`config.mk`:
```
export PLATFORM = sky130hd
export DESIGN_NAME = rs232_rx
export DESIGN_NICKNAME = d
export VERILOG_FILES = /design/src/rtl/rs232_pkg.sv /design/src/rtl/rs232_sync.sv /design/src/rtl/rs232_rx.sv
export SDC_FILE = /design/constraint.sdc
export NUM_CORES = 1
export LEC_CHECK = 0
export ABC_AREA = 1
export BUFFER_PORTS_ARGS = -buffer_cell sky130_fd_sc_hd__buf_4
export CORE_MARGIN = 8
export CORE_UTILIZATION = 65
export CTS_BUF_LIST = sky130_fd_sc_hd__clkbuf_8
export DETAILED_ROUTE_END_ITERATION = 10
export GPL_ROUTABILITY_DRIVEN = 0
export GPL_TIMING_DRIVEN = 0
export PLACE_DENSITY = 0.95
export SLEW_MARGIN = 10
export SYNTH_ARGS = -nofsm -noshare
export SYNTH_HDL_FRONTEND = slang
export SYNTH_SLANG_ARGS = --single-unit
```
`constraint.sdc`:
```
create_clock -name CLK_50MHZ -period 4.53 [get_ports CLK_50MHZ]
set_input_delay 0.6795 -clock CLK_50MHZ [delete_from_list [all_inputs] [get_ports CLK_50MHZ]]
set_output_delay 0.6795 -clock CLK_50MHZ [all_outputs]
set_load 0.01 [all_outputs]
```
`src/rtl/rs232_pkg.sv`:
```
// Shared RS232 definitions: default bit timing and the receiver state encoding.
package rs232_pkg;

  localparam int unsigned RS232_CLKS_PER_BIT = 434;

  typedef enum logic [2:0] {
    IDLE,
    START,
    DATA,
    STOP,
    BREAK
  } rs232_state_e;

endpackage

```
`src/rtl/rs232_sync.sv`:
```
// Two-flop synchroniser for an asynchronous single-bit input with a selectable reset level.
module rs232_sync #(
  parameter logic RST_VAL = 1'b1
) (
  input  logic i_clk,
  input  logic i_rst,
  input  logic i_d,
  output logic o_q
);

  logic r_s1;
  logic r_s2;

  always_ff @(posedge i_clk or posedge i_rst) begin
    if (i_rst) begin
      r_s1 <= RST_VAL;
      r_s2 <= RST_VAL;
    end else begin
      r_s1 <= i_d;
      r_s2 <= r_s1;
    end
  end

  assign o_q = r_s2;

endmodule

```
`src/rtl/rs232_rx.sv`:
```
// 8N1 serial receiver: mid-bit sampling, glitch rejection on the start bit, framing-error
// detection and break handling. Output byte is held until the next good frame.
module rs232_rx
  import rs232_pkg::*;
#(
  parameter int unsigned CLKS_PER_BIT = RS232_CLKS_PER_BIT
) (
  input  logic       CLK_50MHZ,
  input  logic       RST,
  input  logic       RXD,
  output logic [7:0] RS_DATAOUT,
  output logic       RS_DONE,
  output logic       RS_FRAME_ERR,
  output logic       RS_BUSY
);

  localparam int unsigned HALF_BIT = CLKS_PER_BIT / 2;
  localparam int unsigned CW       = $clog2(CLKS_PER_BIT);
  localparam logic [CW-1:0] CNT_HALF = CW'(HALF_BIT - 1);
  localparam logic [CW-1:0] CNT_LAST = CW'(CLKS_PER_BIT - 1);

  logic         w_rx;
  rs232_state_e r_state;
  logic [CW-1:0] r_bit_cnt;
  logic [2:0]   r_bit_idx;
  logic [7:0]   r_shift;
  logic [7:0]   r_dataout;
  logic         r_done;
  logic         r_ferr;

  rs232_sync #(
    .RST_VAL(1'b1)
  ) u_sync (
    .i_clk(CLK_50MHZ),
    .i_rst(RST),
    .i_d  (RXD),
    .o_q  (w_rx)
  );

  always_ff @(posedge CLK_50MHZ or posedge RST) begin
    if (RST) begin
      r_state   <= IDLE;
      r_bit_cnt <= '0;
      r_bit_idx <= '0;
      r_shift   <= '0;
      r_dataout <= '0;
      r_done    <= 1'b0;
      r_ferr    <= 1'b0;
    end else begin
      r_done <= 1'b0;
      r_ferr <= 1'b0;
      case (r_state)
        IDLE: begin
          if (!w_rx) begin
            r_state   <= START;
            r_bit_cnt <= '0;
          end
        end
        START: begin
          // Start bit must still be low at its midpoint, otherwise it was a glitch.
          if (r_bit_cnt == CNT_HALF) begin
            r_bit_cnt <= '0;
            if (!w_rx) begin
              r_state   <= DATA;
              r_bit_idx <= '0;
            end else begin
              r_state <= IDLE;
            end
          end else begin
            r_bit_cnt <= r_bit_cnt + CW'(1);
          end
        end
        DATA: begin
          if (r_bit_cnt == CNT_LAST) begin
            r_bit_cnt <= '0;
            r_shift   <= {w_rx, r_shift[7:1]};
            if (r_bit_idx == 3'd7) begin
              r_state <= STOP;
            end else begin
              r_bit_idx <= r_bit_idx + 3'd1;
            end
          end else begin
            r_bit_cnt <= r_bit_cnt + CW'(1);
          end
        end
        STOP: begin
          // Leaving at mid-stop-bit leaves half a bit of slack to catch a back-to-back start.
          if (r_bit_cnt == CNT_LAST) begin
            r_bit_cnt <= '0;
            if (w_rx) begin
              r_dataout <= r_shift;
              r_done    <= 1'b1;
              r_state   <= IDLE;
            end else begin
              r_ferr  <= 1'b1;
              r_state <= BREAK;
            end
          end else begin
            r_bit_cnt <= r_bit_cnt + CW'(1);
          end
        end
        BREAK: begin
          if (w_rx) begin
            r_state   <= IDLE;
            r_bit_cnt <= '0;
          end
        end
        default: begin
          r_state   <= IDLE;
          r_bit_cnt <= '0;
        end
      endcase
    end
  end

  assign RS_DATAOUT   = r_dataout;
  assign RS_DONE      = r_done;
  assign RS_FRAME_ERR = r_ferr;
  assign RS_BUSY      = (r_state != IDLE);

endmodule

```
==> flow_summary.yaml <==
sta:
  fmax_ghz: 0.555
  rsz0062_at_grt: "false"
  setup-violations-final: 0
  finClkSkew_ps: 8.94
  tightest_slew_ps: 702
  final.setup.worst_slack_ps: 2730
  slew_viol_final: 0
  finalCritPeriodShare_pct: 39.7
  finalSetupTns_ps: 0
  period_needed_ps: 1800
  relSlewSlack_pct: 53.1
  hold_viol_final: 0
floorplan:
  dieArea_mm2: 0.00447
  core_mm2: 0.00245
  die_w_um: 66.8
  rows: 18
  initial_core_util_pct: 68.5
  pin_count: 14
  die_h_um: 66.8
pwr:
  power.share.switching_pct: 20.4
  pwr-share-seq_pct: 55.3
  p_total_mw: 0.570
  clkPwrFrac_pct: 43.2
  internal-power_mw: 0.454
  power_density_mw_per_mm2: 297
  vdd_drop_max_uv: 343
  p_sw_mw: 0.116
  p_comb_share_pct: 1.5
  power.leakage_nw: 0.978
worst_setup_path:
  crit_chain: "nor2_1, nand2_1, buf_4"
  rr_startpoint: "r_bit_cnt[1]"
  r2r_slack_ps: 2770
  path_class: "reg2out"
  startpoint_type: "flop"
  end_kind: "output pin"
  critPathRequiredTime_ps: 3850
  worstPathArrival_ps: 1120
  cp_slowest_cell: "dfrtp_1"
  timing.rr.end: "RS_DATAOUT[1]"
  critPathMaxStageDelay_ps: 470
  crit_fanout: 6
  worst_r2r_path_depth: 10
logic_synthesis:
  ys_seq_elements: 35
  syn-num-nets: 218
  synth_cells: 210
  avgSynthCellArea_um2: 8.00
  ys_seq_area_share_pct: 52.3
  ys_types: 19
  syn_area_mm2: 0.00168
  yosysWarnings: 0
cts:
  clk_latency_ps: 290
  clock_path_buffers: 2
  clock_sinks: 35
  cts-buffers-inserted: 5
  post_cts_buffers: 0
  cts_hold_buffers: 0
  htree_num_levels: 2
  cts-root-buf: "clkbuf_8"
  clkSlewWorstSetupHoldPaths_ps: 70
  post_cts_resized: 0
  cts_tree: "built"
worst_hold_path:
  min_from: "u_sync.r_s1"
  hold_path_class: "reg2reg"
  hold_end: "u_sync.o_q"
  worstHoldPathCells: 0
cells_and_area:
  fin_area_mm2: 0.00192
  multi_input_area_um2: 686
  fin_nets: 238
  syn2layout_area_growth_pct: 14.2
  drive_above_1_share_pct: 17.3
  fill_cells: 161
  regArea_um2: 878
  diodes: 0
global_route:
  grt_pass1_wl_um: 5930
  grt_overflow_total: 0
  grt_pass1_vias: 1351
  grt_usage_pct: 17.5
  grt_max_degree: 36
  antenna_found_initial: 0
drt:
  via_count: 1422
  viasPerCell: 5.45
  postRouteWirelength_um: 3590
  firstDrtPassIters: 4
  wl_per_cell_um: 13.8
  drtIter0Drc: 115
  drc: 0
  final_antenna_net_count: 0
flow_run:
  max_cap_violations: 0
placed_design:
  dp_slack_ps: 2630
  place_area_mm2: 0.00182
  hpwl_um: 2510
  portBuffers: 13
outcome:
  status: "completed"
-- registers in the layout, summed over array words and instances, names as in the netlist --
name,flops
r_state,3
RS_DATAOUT,8
u_sync.o_q,1
r_bit_cnt,9
RS_DONE,1
u_sync.r_s1,1
r_bit_idx,3
r_shift,8
RS_FRAME_ERR,1
-- final cells by class --
class	count	share of cell area [%]
Sequential cell	35	45.8
Multi-Input combinational cell	145	35.7
Clock buffer	7	5.02
Tap cell	30	1.96
Inverter	27	5.28
Clock inverter	1	0.391
Timing Repair Buffer	13	5.08
Buffer	3	0.782
-- cells by family (layout without fill, tap and decap cells) --
family,Yosys count,after routing,share of synthesized area (%)
flops,35,35,52.3
xor+xnor,1,1,0.521
buf+inv,30,51,6.92
compound gates,26,26,7.74
fa+ha+maj,5,5,3.72
simple gates,113,113,28.8
-- how the worst max path moves through the flow --
stage	slack, ps	end	from
after floorplan	3040	RS_DATAOUT[1]	r_bit_cnt[1]
after global placement	2660	r_state[2]	RST
after detailed placement	2630	r_state[2]	RST
after CTS	2730	RS_BUSY	r_state[0]
after global routing	2670	RS_BUSY	r_state[0]
final	2730	RS_BUSY	r_state[0]
-- power groups by stage --
stage | Clock [mW] | Sequential, mW | Combinational [mW]
after floorplan | 0 | 0.321 | 0.00572
after global placement | 0 | 0.321 | 0.00864
after detailed placement | 0 | 0.321 | 0.00883
after CTS | 0.248 | 0.315 | 0.00883
after global routing | 0.261 | 0.315 | 0.0101
final | 0.246 | 0.315 | 0.00848
-- cell usage in the layout, fill, tap and decap left out, drive strengths merged --
cell,count
nand2,74
dfrtp,33
inv,27
o21ai,22
nor2,20
buf,16
nand3,11
clkbuf,7
ha,5
nand4,5
a21oi,4
nor3,3
dfstp,2
xor2,1
clkinvlp,1
-- per-stage QoR --
stage	utilization [%]	hold WS [ps]	std cells
CTS	78.2	359	261
global route	78.2	360	261
global placement	74.0	345	253
finish	78.2	358	261
floorplan	-	345	210
detailed placement	74.0	349	253
-- Yosys cell counts --
| library cell | n | area, µm² |
|---|---|---|
| nor3_1 | 2 | 10.0 |
| nor2_2 | 1 | 6.26 |
| inv_1 | 20 | 75.1 |
| dfstp_2 | 2 | 52.6 |
| xor2_1 | 1 | 8.76 |
| nand3_1 | 11 | 55.1 |
| o21ai_0 | 1 | 5.00 |
| o21ai_1 | 21 | 105 |
| nand2_1 | 71 | 267 |
| nor3_2 | 1 | 10.0 |
| a21oi_1 | 4 | 20.0 |
| ha_1 | 5 | 62.6 |
| nor2_1 | 19 | 71.3 |
| nand4_4 | 1 | 21.3 |
| nand4_1 | 4 | 25.0 |
| buf_2 | 3 | 15.0 |
| nand2_2 | 3 | 18.8 |
| dfrtp_1 | 33 | 826 |
| inv_2 | 7 | 26.3 |
-- worst max-delay path, delay by kind of cell, from the launching register on --
| kind | cells | cell delay (ps) |
|---|---|---|
| and+or+nand+nor | 2 | 230 |
| DFF | 1 | 470 |
| buffers and inverters | 1 | 140 |
-- metal layers --
metal | global-route usage, % | routed length (µm)
met5 | 0 | 0
met3 | 5.54 | 233
met4 | 6.67 | 47
met1 | 20.8 | 1490
met2 | 28.8 | 1810
No activity file was read; power rests on OpenSTA's default activity.
